==> src/rtl/rx_frame_fifo_if.sv <==
// ---------------------------------------------------------------------------
// rx_frame_fifo_if
// Groups the frame input, host read port and status outputs of rx_frame_fifo.
//   master : drives frame_in/frame_valid/rd_en/clr_err, observes status
//   slave  : the FIFO itself
// Signals:
//   frame_in[9:0]   received frame (bit0 start, bits8:1 data, bit9 stop)
//   frame_valid     frame_in holds a completed frame (may be held high)
//   rd_en           pop the head entry
//   clr_err         clear sticky frame_err / overrun
//   rd_data[7:0]    head-of-FIFO byte, 0 when empty
//   empty, full     occupancy flags
//   count[CW-1:0]   occupancy 0..DEPTH
//   frame_err       sticky bad start/stop bit seen
//   overrun         sticky good frame dropped while full
//   good_frames     saturating count of accepted frames
// ---------------------------------------------------------------------------
interface rx_frame_fifo_if #(
    parameter int DEPTH = 8,
    parameter int CW    = $clog2(DEPTH) + 1
);
    logic [9:0]    frame_in;
    logic          frame_valid;
    logic          rd_en;
    logic          clr_err;
    logic [7:0]    rd_data;
    logic          empty;
    logic          full;
    logic [CW-1:0] count;
    logic          frame_err;
    logic          overrun;
    logic [7:0]    good_frames;

    modport master (
        output frame_in, frame_valid, rd_en, clr_err,
        input  rd_data, empty, full, count, frame_err, overrun, good_frames
    );

    modport slave (
        input  frame_in, frame_valid, rd_en, clr_err,
        output rd_data, empty, full, count, frame_err, overrun, good_frames
    );
endinterface

==> src/rtl/rx_frame_fifo.sv <==
// ---------------------------------------------------------------------------
// rx_frame_fifo
// Checks framing of completed UART frames, queues the data byte in a
// first-word-fall-through FIFO and reports framing errors, overruns and a
// saturating count of accepted frames. Runs on the system clock.
// Ports:
//   Clk  system clock, rising edge
//   Rst  synchronous active-low reset
//   bus  rx_frame_fifo_if slave modport (frame input, read port, status)
// ---------------------------------------------------------------------------
module rx_frame_fifo #(
    parameter int DEPTH = 8,
    parameter int CW    = $clog2(DEPTH) + 1
) (
    input  logic           Clk,
    input  logic           Rst,
    rx_frame_fifo_if.slave bus
);
    localparam int AW = $clog2(DEPTH);

    logic [7:0]    r_mem [DEPTH];
    logic [AW-1:0] r_wr_ptr;
    logic [AW-1:0] r_rd_ptr;
    logic [CW-1:0] r_count;
    logic          r_fv_q;
    logic          r_frame_err;
    logic          r_overrun;
    logic [7:0]    r_good_frames;

    logic          w_strobe;
    logic          w_good;
    logic          w_empty;
    logic          w_full;
    logic          w_push;
    logic          w_pop;

    assign w_strobe = bus.frame_valid & ~r_fv_q;
    assign w_good   = ~bus.frame_in[0] & bus.frame_in[9];
    assign w_empty  = (r_count == '0);
    assign w_full   = (r_count == CW'(DEPTH));
    // A pop in the same cycle frees the slot, so a push at full is still legal.
    assign w_push   = w_strobe & w_good & (~w_full | bus.rd_en);
    assign w_pop    = bus.rd_en & ~w_empty;

    // The edge detector tracks frame_valid even during reset, so a frame_valid
    // already high at reset release is not mistaken for a new frame.
    always_ff @(posedge Clk) begin
        r_fv_q <= bus.frame_valid;
    end

    // Storage carries no reset; validity is tracked by the pointers and count.
    always_ff @(posedge Clk) begin
        if (w_push) begin
            r_mem[r_wr_ptr] <= bus.frame_in[8:1];
        end
    end

    always_ff @(posedge Clk) begin
        if (!Rst) begin
            r_wr_ptr      <= '0;
            r_rd_ptr      <= '0;
            r_count       <= '0;
            r_frame_err   <= 1'b0;
            r_overrun     <= 1'b0;
            r_good_frames <= 8'h00;
        end else begin
            if (w_push) begin
                r_wr_ptr <= r_wr_ptr + 1'b1;
            end
            if (w_pop) begin
                r_rd_ptr <= r_rd_ptr + 1'b1;
            end
            case ({w_push, w_pop})
                2'b10:   r_count <= r_count + 1'b1;
                2'b01:   r_count <= r_count - 1'b1;
                default: r_count <= r_count;
            endcase

            // Set beats clear when both happen in the same cycle.
            if (w_strobe && !w_good) begin
                r_frame_err <= 1'b1;
            end else if (bus.clr_err) begin
                r_frame_err <= 1'b0;
            end

            if (w_strobe && w_good && w_full && !bus.rd_en) begin
                r_overrun <= 1'b1;
            end else if (bus.clr_err) begin
                r_overrun <= 1'b0;
            end

            if (w_push && (r_good_frames != 8'hFF)) begin
                r_good_frames <= r_good_frames + 1'b1;
            end
        end
    end

    assign bus.rd_data     = w_empty ? 8'h00 : r_mem[r_rd_ptr];
    assign bus.empty       = w_empty;
    assign bus.full        = w_full;
    assign bus.count       = r_count;
    assign bus.frame_err   = r_frame_err;
    assign bus.overrun     = r_overrun;
    assign bus.good_frames = r_good_frames;
endmodule

==> src/flat_wrapper.sv <==
// flat-port wrapper written by rule: the top's interface ports become plain ports
module rx_frame_fifo_flat 
#(
    parameter int DEPTH = 8,
    parameter int CW    = $clog2(DEPTH) + 1
)
  (Clk, Rst, bus_frame_in, bus_frame_valid, bus_rd_en, bus_clr_err, bus_rd_data, bus_empty, bus_full, bus_count, bus_frame_err, bus_overrun, bus_good_frames);
  rx_frame_fifo_if #(.DEPTH(DEPTH), .CW(CW)) bus_i ();
  input  logic Clk;
  input  logic Rst;
  input wire logic [$bits(bus_i.frame_in)-1:0] bus_frame_in;
  input wire logic [$bits(bus_i.frame_valid)-1:0] bus_frame_valid;
  input wire logic [$bits(bus_i.rd_en)-1:0] bus_rd_en;
  input wire logic [$bits(bus_i.clr_err)-1:0] bus_clr_err;
  output wire logic [$bits(bus_i.rd_data)-1:0] bus_rd_data;
  output wire logic [$bits(bus_i.empty)-1:0] bus_empty;
  output wire logic [$bits(bus_i.full)-1:0] bus_full;
  output wire logic [$bits(bus_i.count)-1:0] bus_count;
  output wire logic [$bits(bus_i.frame_err)-1:0] bus_frame_err;
  output wire logic [$bits(bus_i.overrun)-1:0] bus_overrun;
  output wire logic [$bits(bus_i.good_frames)-1:0] bus_good_frames;
  assign bus_i.frame_in = bus_frame_in;
  assign bus_i.frame_valid = bus_frame_valid;
  assign bus_i.rd_en = bus_rd_en;
  assign bus_i.clr_err = bus_clr_err;
  assign bus_rd_data = bus_i.rd_data;
  assign bus_empty = bus_i.empty;
  assign bus_full = bus_i.full;
  assign bus_count = bus_i.count;
  assign bus_frame_err = bus_i.frame_err;
  assign bus_overrun = bus_i.overrun;
  assign bus_good_frames = bus_i.good_frames;
  rx_frame_fifo #(.DEPTH(DEPTH), .CW(CW)) u_core (.Clk(Clk), .Rst(Rst), .bus(bus_i));
endmodule
==> config.mk <==
export PLATFORM = sky130hd
export DESIGN_NAME = rx_frame_fifo_flat
export DESIGN_NICKNAME = d
export VERILOG_FILES = /design/src/rtl/rx_frame_fifo_if.sv /design/src/rtl/rx_frame_fifo.sv /design/src/flat_wrapper.sv
export SDC_FILE = /design/constraint.sdc
export NUM_CORES = 1
export LEC_CHECK = 0
export ABC_CLOCK_PERIOD_IN_PS = 2500
export BUFFER_PORTS_ARGS = -buffer_cell sky130_fd_sc_hd__buf_2
export CAP_MARGIN = 10
export CORE_MARGIN = 5
export CORE_UTILIZATION = 52
export CTS_BUF_LIST = sky130_fd_sc_hd__clkbuf_16
export DETAILED_ROUTE_END_ITERATION = 8
export GPL_TIMING_DRIVEN = 0
export PLACE_DENSITY = 0.76
export SLEW_MARGIN = 15
export SYNTH_ARGS = -nofsm -noshare
export SYNTH_HDL_FRONTEND = slang
export SYNTH_SLANG_ARGS = --single-unit
==> constraint.sdc <==
create_clock -name Clk -period 2.5 [get_ports Clk]
set_input_delay 0.125 -clock Clk [delete_from_list [all_inputs] [get_ports Clk]]
set_output_delay 0.125 -clock Clk [all_outputs]
set_load 0.02 [all_outputs]
==> flow_summary.yaml, run 1 <==
run_status:
  status: "complete, no violations"
power_and_ir_drop:
  power_frac_comb_pct: 16.7
  switching_share_pct: 24.7
  peakVddDrop_uv: 482
  p_total_mw: 3.79
  clockPowerShare_pct: 40.3
  p_sw_uw: 937
  intPower_mw: 2.85
  pwr-share-seq_pct: 42.9
  cellLeakagePower_nw: 1.53
  power_density_nw_per_um2: 859
clocking:
  cts_tree: "done"
  cts_root_buf: "clkbuf_16"
  cts.reportedPaths.clkPinSlew_ns: 0.06
  clk_latency_ns: 0.34
  clockBufferDepth: 2
  clock_sinks: 88
  htree_levels: 3
  cts_made_buffers: 9
placement:
  place_ws_ns: -0.0529
  place_congestion: 0.846
  post-place-cells: 356
  hpwl_mm: 4.62
  io_buffers: 37
timing:
  period_needed_ns: 2.33
  max-slew-margin-rel_pct: 34.7
  fmax_mhz: 428
  hold_viol: 0
  tightest_slew_ns: 0.974
  worst_slack_ns: 0.166
  finClkSkew_ns: 0.00728
  post-route-period-util_pct: 93.4
  setup_viol: 0
  maxSlewViolCount: 0
synthesis:
  syn_avg_cell_area_um2: 15.2
  netlist_area_um2: 3610
  ys_seq_area_share_pct: 66.6
  async_flop_share_pct: 0
  yosys.cell_types.count: 39
  synthesis.nets: 258
  ys_warn_count: 0
  ys_ff_latch: 88
  synth_edf_count: 64
  synth_cells: 237
  synth_ff_type: "edfxtp_1"
grt:
  antenna_found_initial: 0
  overflow: 0
  gr-max-usage-layer: "met2"
  grt_use_met2_pct: 29.1
  grt_use_met1_pct: 23.8
  first_global_vias: 2202
  grt_pass1_wl_mm: 11.5
  grt_use_met3_pct: 3.06
  grtUsageTotal_pct: 18.0
  grt_max_degree: 16
drt:
  wl_per_cell_um: 18.8
  drc: 0
  ant_nets: 0
  dr.pass1.iters: 4
  vias_per_cell: 5.65
  routed_wl_mm: 7.12
  vias: 2135
  drt_first_iter_violations: 80
cells_and_area:
  area_delta_synth_final_pct: 22.2
  final_cells: 378
  drive_above_1_share_pct: 32.9
  nets: 314
  antenna_cells: 0
critical_path:
  worst_setup_path_end_kind: "output pin"
  path_max_fanout: 10
  crit_required_ns: 2.38
  cp.arrival_ns: 2.21
  crit_path_start_kind: "flip-flop"
  critPathKind: "flip-flop to output pin"
floorplanning:
  ios: 39
  start_util_pct: 53.4
  design.core.area_um2: 6760
  die_w_um: 93.3
  rows: 30
  die_area_um2: 8710
  die_h_um: 93.3
job:
  max_cap_viol_count: 0
hold_path:
  hold_path.class: "input port to flip-flop"
timing repair:
item | in CTS | in global routing
endpoints found under the setup margin | 17 | 10
hold buffers | 1 | 0
resized for setup | 3 | 8
pin swaps | 1 | 2
buffers inserted | 1 | 5
endpoints found under the hold margin | 1 | 0
cloned | 0 | 0
layer usage:
metal	routed length [µm]	part of all wire [%]
met4	95	1.3
met5	0	0
met2	3500	49
met1	3270	46
met3	247	3.5
Yosys cell counts, types with 5 or more instances:
master	instances	share of area, %
clkbuf_1	7	0.73
edfxtp_1	64	53
ha_1	6	2.1
nor2_1	21	2.2
mux4_2	16	10
mux2i_1	13	3.6
inv_1	5	0.52
nand2_1	11	1.1
dfxtp_1	24	13
a21oi_1	9	1.2
o21ai_0	9	1.2
critical path, cell delays in order (launching register included):
cell and delay (ns):
dfxtp_1 0.31, clkbuf_1 0.38, clkbuf_2 0.41, mux4_2 0.36, mux2i_1 0.18, nor2_1 0.06
buf_2 0.18
kinds of logic after synthesis:
logic type | synth area share, %
muxes | 13.6
xor gates and xnor gates | 1.46
DFF | 66.6
and+or+nand+nor | 9.84
AOI/OAI and AO/OA | 4.37
buffers and inverters | 2.11
adders and majority gates | 2.08
layout by cell type (no fill, tap or decap), types with 2 or more instances in the layout:
master	n
a21oi_1	9
a311oi_1	2
and3_1	2
buf_2	38
buf_4	10
bufinv_16	3
clkbuf_1	5
clkbuf_16	9
clkinvlp_4	2
dfxtp_1	22
dfxtp_2	2
edfxtp_1	64
ha_1	5
inv_1	5
mux2i_1	13
mux4_2	16
nand2_1	11
nand2b_1	3
nand3_1	3
nand3b_1	2
nand4_1	2
nor2_1	21
nor3_2	2
nor3b_2	2
nor4_2	2
nor4b_4	3
o21ai_0	8
or3_1	4
xnor2_1	2
xor2_1	4
flip-flops by register name (all words and copies together), names as in the netlist, named ones only:
name	cells
u_core.r_mem	64
u_core.bus.good_frames	8
u_core.bus.count	4
u_core.r_rd_ptr	3
u_core.r_wr_ptr	3
u_core.bus.frame_err	1
u_core.bus.overrun	1
u_core.r_fv_q	1
layout make-up:
class | count | area (µm²)
clock inverter | 7 | 119
multi-input combinational | 130 | 1220
clock buffer | 9 | 225
tap | 80 | 100
sequential | 88 | 2400
inverter | 7 | 26.3
buffer | 11 | 62.6
timing repair buffer | 46 | 255
fill | 482 | 2340
path summary, 6_finish.rpt:
| path | startpoint | end | slack, ns | depth (start not counted) |
|---|---|---|---|---|
| worst min-delay path | bus_frame_in[1] | u_core.r_mem[1][0] | 0.06 | 1 |
| worst max register to register | u_core.bus.count[1] | u_core.bus.count[2] | 0.22 | 12 |
| worst min register to register | u_core.bus.good_frames[1] | u_core.bus.good_frames[1] | 0.49 | 2 |
| worst max-delay path | flip-flop | bus_rd_data[4] | 0.17 | 6 |
through the flow:
step           TNS [ns]  utilization (%)  hold WS (ns)  cell area (µm²)
5_1_grt        -0.00741             65.3        0.0621             4410
3_5_place_dp     -0.447             58.7         0.264             3970
4_1_cts         -0.0192             64.4        0.0491             4350
6_report              0             65.3        0.0582             4410
2_1_floorplan   -0.0847                -         0.153             3630
3_3_place_gp     -13.92             58.0         0.257             3920
power by group through the flow:
stage	combinational (mW)	sequential, mW	clock, mW
finish	0.634	1.63	1.53
global route	0.699	1.63	1.62
detailed placement	0.602	1.65	0
global placement	0.589	1.65	0
floorplan	0.421	1.66	0
CTS	0.615	1.62	1.55
No activity file was read; power rests on OpenSTA's default activity.
==> run 2: changes to the inputs <==
- ABC_AREA: not set -> 1
- CORE_UTILIZATION: 52 -> 53
- PLACE_DENSITY: 0.76 -> 0.77
==> run 2 against run 1 <==
Compared with the run above: critical path type is now flip-flop to flip-flop; synthesized cell count grew 58%; sequential share of layout area decreased by 0.39 points; register-to-register slack better by 0.06 ns; first-iteration DRC count increased to 3.0 times the previous value; via count is 27% higher; setup slack gained 0.12 ns; critical path depth up 6; global-route usage rose by 0.47 points; die area up 3.4%; sequential power grew 4%.
==> flow_summary.yaml, run 2 <==
cells_and_area:
  drive_above_1_share_pct: 18.2
  area_delta_synth_final_pct: 16.2
  final_cell_mix: "nor2_1 (83), edfxtp_1 (64), nand2_1 (46), buf_2 (39), o21ai_1 (33)"
  regMostFlops: "u_core.r_mem"
  final_cells: 528
  nets: 445
  antenna_cells: 0
  largest_reg_flops: 64
  layout_commonest_cell: "nor2_1"
placement:
  place_congestion: 0.774
  post-place-cells: 511
  hpwl_mm: 5.26
  place_ws_ns: 0.309
  io_buffers: 38
clocking:
  cts_setup_buffers: 0
  cts.reportedPaths.clkPinSlew_ns: 0.07
  cts_made_buffers: 9
  cts_root_buf: "clkbuf_16"
  clock_sinks: 88
  clk_latency_ns: 0.33
  htree_levels: 3
  cts_tree: "done"
  clockBufferDepth: 2
synthesis:
  ys_ff_latch: 88
  synth_compound_area_share_pct: 11.2
  netlist_top_cells_count: "nor2_1 (83), edfxtp_1 (64), nand2_1 (46)"
  syn_avg_cell_area_um2: 10.2
  synthesis.nets: 395
  yosys-mux-area-fraction_pct: 0
  synth_top_family_by_area: "simple AND/OR/NAND/NOR gates"
  netlist_area_um2: 3820
  async_flop_share_pct: 0
  yosys.cell_types.count: 29
  synth_fa_ha_area_share_pct: 1.96
  synth_cells: 374
  ys_seq_area_share_pct: 62.9
  synth_xor_area_share_pct: 1.83
  yosys.area_share.simple_pct: 17.3
  yosysMostFrequentCell: "nor2_1"
  synth_top_area_share_pct: 50.3
  synth_ff_type: "edfxtp_1"
  ys_warn_count: 0
  synth_area_leaders: "edfxtp_1 (50%), dfxtp_1 (13%), nor2_1 (8.2%)"
  yosysTopAreaCell: "edfxtp_1"
  synth_edf_count: 64
power_and_ir_drop:
  cellLeakagePower_nw: 1.73
  peakVddDrop_uv: 415
  power_density_nw_per_um2: 965
timing:
  maxSlewViolCount: 0
  finalHoldWorstSlack_ns: 0.0516
  fmax_mhz: 451
  setup_viol: 0
  max-slew-margin-rel_pct: 39.0
  worst_slack_ns: 0.282
  hold_viol: 0
  finClkSkew_ns: 0.0107
  post-route-period-util_pct: 88.7
  tightest_slew_ns: 0.912
  rsz0062_at_grt: "no"
  setup_tns_ns: 0
  period_needed_ns: 2.22
critical_path:
  path_max_fanout: 10
  crit_required_ns: 2.73
  critPathKind: "flip-flop to flip-flop"
  worst_setup_path_end_kind: "flip-flop"
  cp.arrival_ns: 2.44
  crit_path_start_kind: "flip-flop"
drt:
  routed_wl_mm: 7.59
  ant_nets: 0
  drt_first_iter_violations: 238
  vias: 2716
  dr.pass1.iters: 4
  drc: 0
  wl_per_cell_um: 14.4
  vias_per_cell: 5.14
grt:
  gr-max-usage-layer: "met2"
  grt_use_met2_pct: 30.1
  grtUsageTotal_pct: 18.4
  grt_pass1_wl_mm: 12.4
  grt_use_met3_pct: 3.19
  grt_use_met1_pct: 24.0
  grt_max_degree: 19
  first_global_vias: 2595
  antenna_found_initial: 0
  overflow: 0
floorplanning:
  start_util_pct: 53.5
  die_area_um2: 9010
  rows: 31
  die_h_um: 94.9
  design.core.area_um2: 7140
  ios: 39
  die_w_um: 94.9
job:
  max_cap_viol_count: 0
hold_path:
  hold_path.class: "input port to flip-flop"
run_status:
  status: "complete, no violations"
-- run 2: layout make-up --
type | count | area (µm²)
Sequential cell | 88 | 2400
Clock buffer | 9 | 225
Fill cell | 579 | 2700
Timing Repair Buffer | 39 | 200
Tap cell | 99 | 124
Multi-Input combinational cell | 247 | 1230
Inverter | 28 | 108
Clock inverter | 7 | 68.8
Buffer | 11 | 80.1
-- run 2: report_power, final --
part	switching [mW]	internal [mW]
combinational	0.859	0.453
sequential	0.0774	1.62
clock	0.574	0.699
total	1.51	2.77
-- run 2: logic make-up after synthesis --
group,count (synthesis)
buffers and inverters,39
AO/OA/AOI/OAI,83
adder cells (fa/ha/maj),6
AND/OR/NAND/NOR,150
flip-flops,88
XOR/XNOR,8
-- run 2: final timing paths --
| check | start | to | slack (ns) | depth (start not counted) |
|---|---|---|---|---|
| setup / recovery | u_core.bus.count[0] | u_core.bus.count[2] | 0.28 | 12 |
| hold / removal | bus_clr_err | u_core.bus.frame_err | 0.05 | 4 |
| setup reg to reg | u_core.bus.count[0] | u_core.bus.count[2] | 0.28 | 12 |
| hold reg to reg | u_core.bus.frame_err | u_core.bus.frame_err | 0.47 | 2 |
-- run 2: repair_timing --
item | in CTS | in global routing
resized for setup | 0 | 0
hold buffers | 1 | 0
endpoints found under the hold margin | 1 | 0
-- run 2: through the flow --
| step | utilization (%) | instance area (µm²) | power, mW |
|---|---|---|---|
| final | 62.2 | 4440 | 4.28 |
| after global routing | 62.2 | 4440 | 4.53 |
| after CTS | 62.2 | 4440 | 4.31 |
| after detailed placement | 57.9 | 4140 | 3.03 |
| after global placement | 57.9 | 4140 | 2.99 |
| after floorplan | - | 3820 | 2.65 |
-- run 2: per-layer routing --
metal,wire [µm],vias to the layer above
met5,0,-
met4,48,0
met2,3690,71
li1,-,1368
met3,489,4
met1,3360,1273
-- run 2: critical path: stages, from the launching register on --
cell and delay [ns]:
dfxtp_1 0.38, nor2_4 0.18, nand3_2 0.24, nand2_2 0.18, inv_4 0.07, ha_1 0.22, nor2_1 0.13, nor2_2 0.07
ha_1 0.17, a21oi_1 0.15, xnor2_1 0.10, o21ai_0 0.16, inv_1 0.05
==> run 3: changes to the inputs <==
- ABC_CLOCK_PERIOD_IN_PS: 2500 -> 2400
- CORE_UTILIZATION: 53 -> 58
- PLACE_DENSITY: 0.77 -> 0.8
- clock period: 2.5 -> 2.4 ns (I/O delays scaled with it)
==> run 3 against run 2 <==
Compared with the run above: via count rose by 1.4%; sequential power grew 4%; clock power hardly changed; critical endpoint is now u_core.r_mem[0][2].
==> flow_summary.yaml, run 3 (same netlist as run 2, synthesis figures left out) <==
run_status:
  status: "complete, no violations"
floorplanning:
  die_w_um: 91.2
  rows: 29
  die_h_um: 91.2
  ios: 39
  start_util_pct: 59.8
  die_area_um2: 8310
  design.core.area_um2: 6390
placement:
  place_ws_ns: 0.233
  place_congestion: 0.856
  hpwl_mm: 5.17
  io_buffers: 38
  placed_cell_area_um2: 4110
cells_and_area:
  area_delta_synth_final_pct: 15.1
  design_area_um2: 4400
  nFillCells: 478
  antenna_cells: 0
  layout_commonest_cell: "nor2_1"
  largest_reg_flops: 64
  drive_above_1_share_pct: 17.9
  nets: 445
  regMostFlops: "u_core.r_mem"
  final_cell_mix: "nor2_1 (83), edfxtp_1 (64), nand2_1 (46), buf_2 (39), o21ai_1 (33)"
drt:
  dr.pass1.iters: 5
  drt_first_iter_violations: 210
  drc: 0
  wl_per_cell_um: 15.9
  ant_nets: 0
  vias_per_cell: 5.44
  routed_wl_mm: 8.02
  vias: 2753
grt:
  first_global_vias: 2742
  antenna_found_initial: 0
  overflow: 0
  grt_max_degree: 16
  grtUsageTotal_pct: 20.2
  grt_pass1_wl_mm: 13.2
clocking:
  clk_latency_ns: 0.34
  cts_made_buffers: 9
  cts_tree: "done"
  htree_levels: 3
  clock_sinks: 88
  cts_root_buf: "clkbuf_16"
  cts_setup_buffers: 0
  cts.reportedPaths.clkPinSlew_ns: 0.06
  clockBufferDepth: 2
critical_path:
  path_max_fanout: 9
  worst_setup_path_end_kind: "flip-flop"
  critPathKind: "flip-flop to flip-flop"
  crit_path_start_kind: "flip-flop"
  cp.arrival_ns: 2.14
  crit_required_ns: 2.36
hold_path:
  hold_path.class: "input port to flip-flop"
timing:
  period_needed_ns: 2.19
  tightest_slew_ns: 0.977
  finClkSkew_ns: 0.0102
  hold_viol: 0
  rsz0062_at_grt: "no"
  maxSlewViolCount: 0
  worst_slack_ns: 0.214
  finalHoldWorstSlack_ns: 0.0465
  post-route-period-util_pct: 91.1
  fmax_mhz: 457
  setup_tns_ns: 0
  setup_viol: 0
  max-slew-margin-rel_pct: 34.6
power_and_ir_drop:
  power_density_nw_per_um2: 1010
  cellLeakagePower_nw: 1.72
  peakVddDrop_uv: 572
job:
  max_cap_viol_count: 0
run 3: layout make-up:
type	count	area, µm²	area share, %
clock buffers	9	225	5.12
inverters	28	108	2.45
flip-flops and latches	88	2400	54.6
repair buffers	39	200	4.55
well taps	77	96.3	2.19
clock inverters	7	48.8	1.11
multi-input cells	247	1240	28.2
plain buffers	11	80.1	1.82
run 3: worst paths after layout:
check                       startpoint                    to  slack [ns]  depth (start not counted)
setup / recovery   u_core.bus.count[2]    u_core.r_mem[0][2]        0.21                          5
hold / removal             bus_clr_err    u_core.bus.overrun        0.05                          4
setup reg to reg   u_core.bus.count[2]    u_core.r_mem[0][2]        0.21                          5
hold reg to reg   u_core.bus.frame_err  u_core.bus.frame_err        0.47                          2
run 3: what timing repair did:
item,in CTS,in global routing
setup endpoints to repair,0,1
hold buffers,1,0
resized for setup,0,1
endpoints found under the hold margin,1,0
run 3: critical path, cell delays in order (launching register included):
cell	delay [ns]
dfxtp_1	0.38
inv_1	0.16
nand4_4	0.15
nand2_4	0.10
or2_4	0.27
nor2_1	0.75
run 3: report_power, final:
group	internal (mW)	total [mW]	switching (mW)
logic	0.479	1.39	0.908
clock network	0.700	1.27	0.575
registers	1.69	1.77	0.0810
run 3: through the flow:
step / power [mW] / std cells / util, %
CTS: 4.42 / 506 / 68.8
finish: 4.43 / 506 / 68.9
floorplan: 2.76 / 374 / -
global placement: 3.12 / 489 / 64.3
detailed placement: 3.16 / 489 / 64.3
global route: 4.68 / 506 / 68.9
run 3: metal layers:
layer	vias up	part of all wire (%)	global-route usage [%]
li1	1368	-	-
met1	1268	43	26.4
met2	103	49	31.8
met3	14	7.2	5.95
met4	0	1.2	7.95
met5	-	0	0
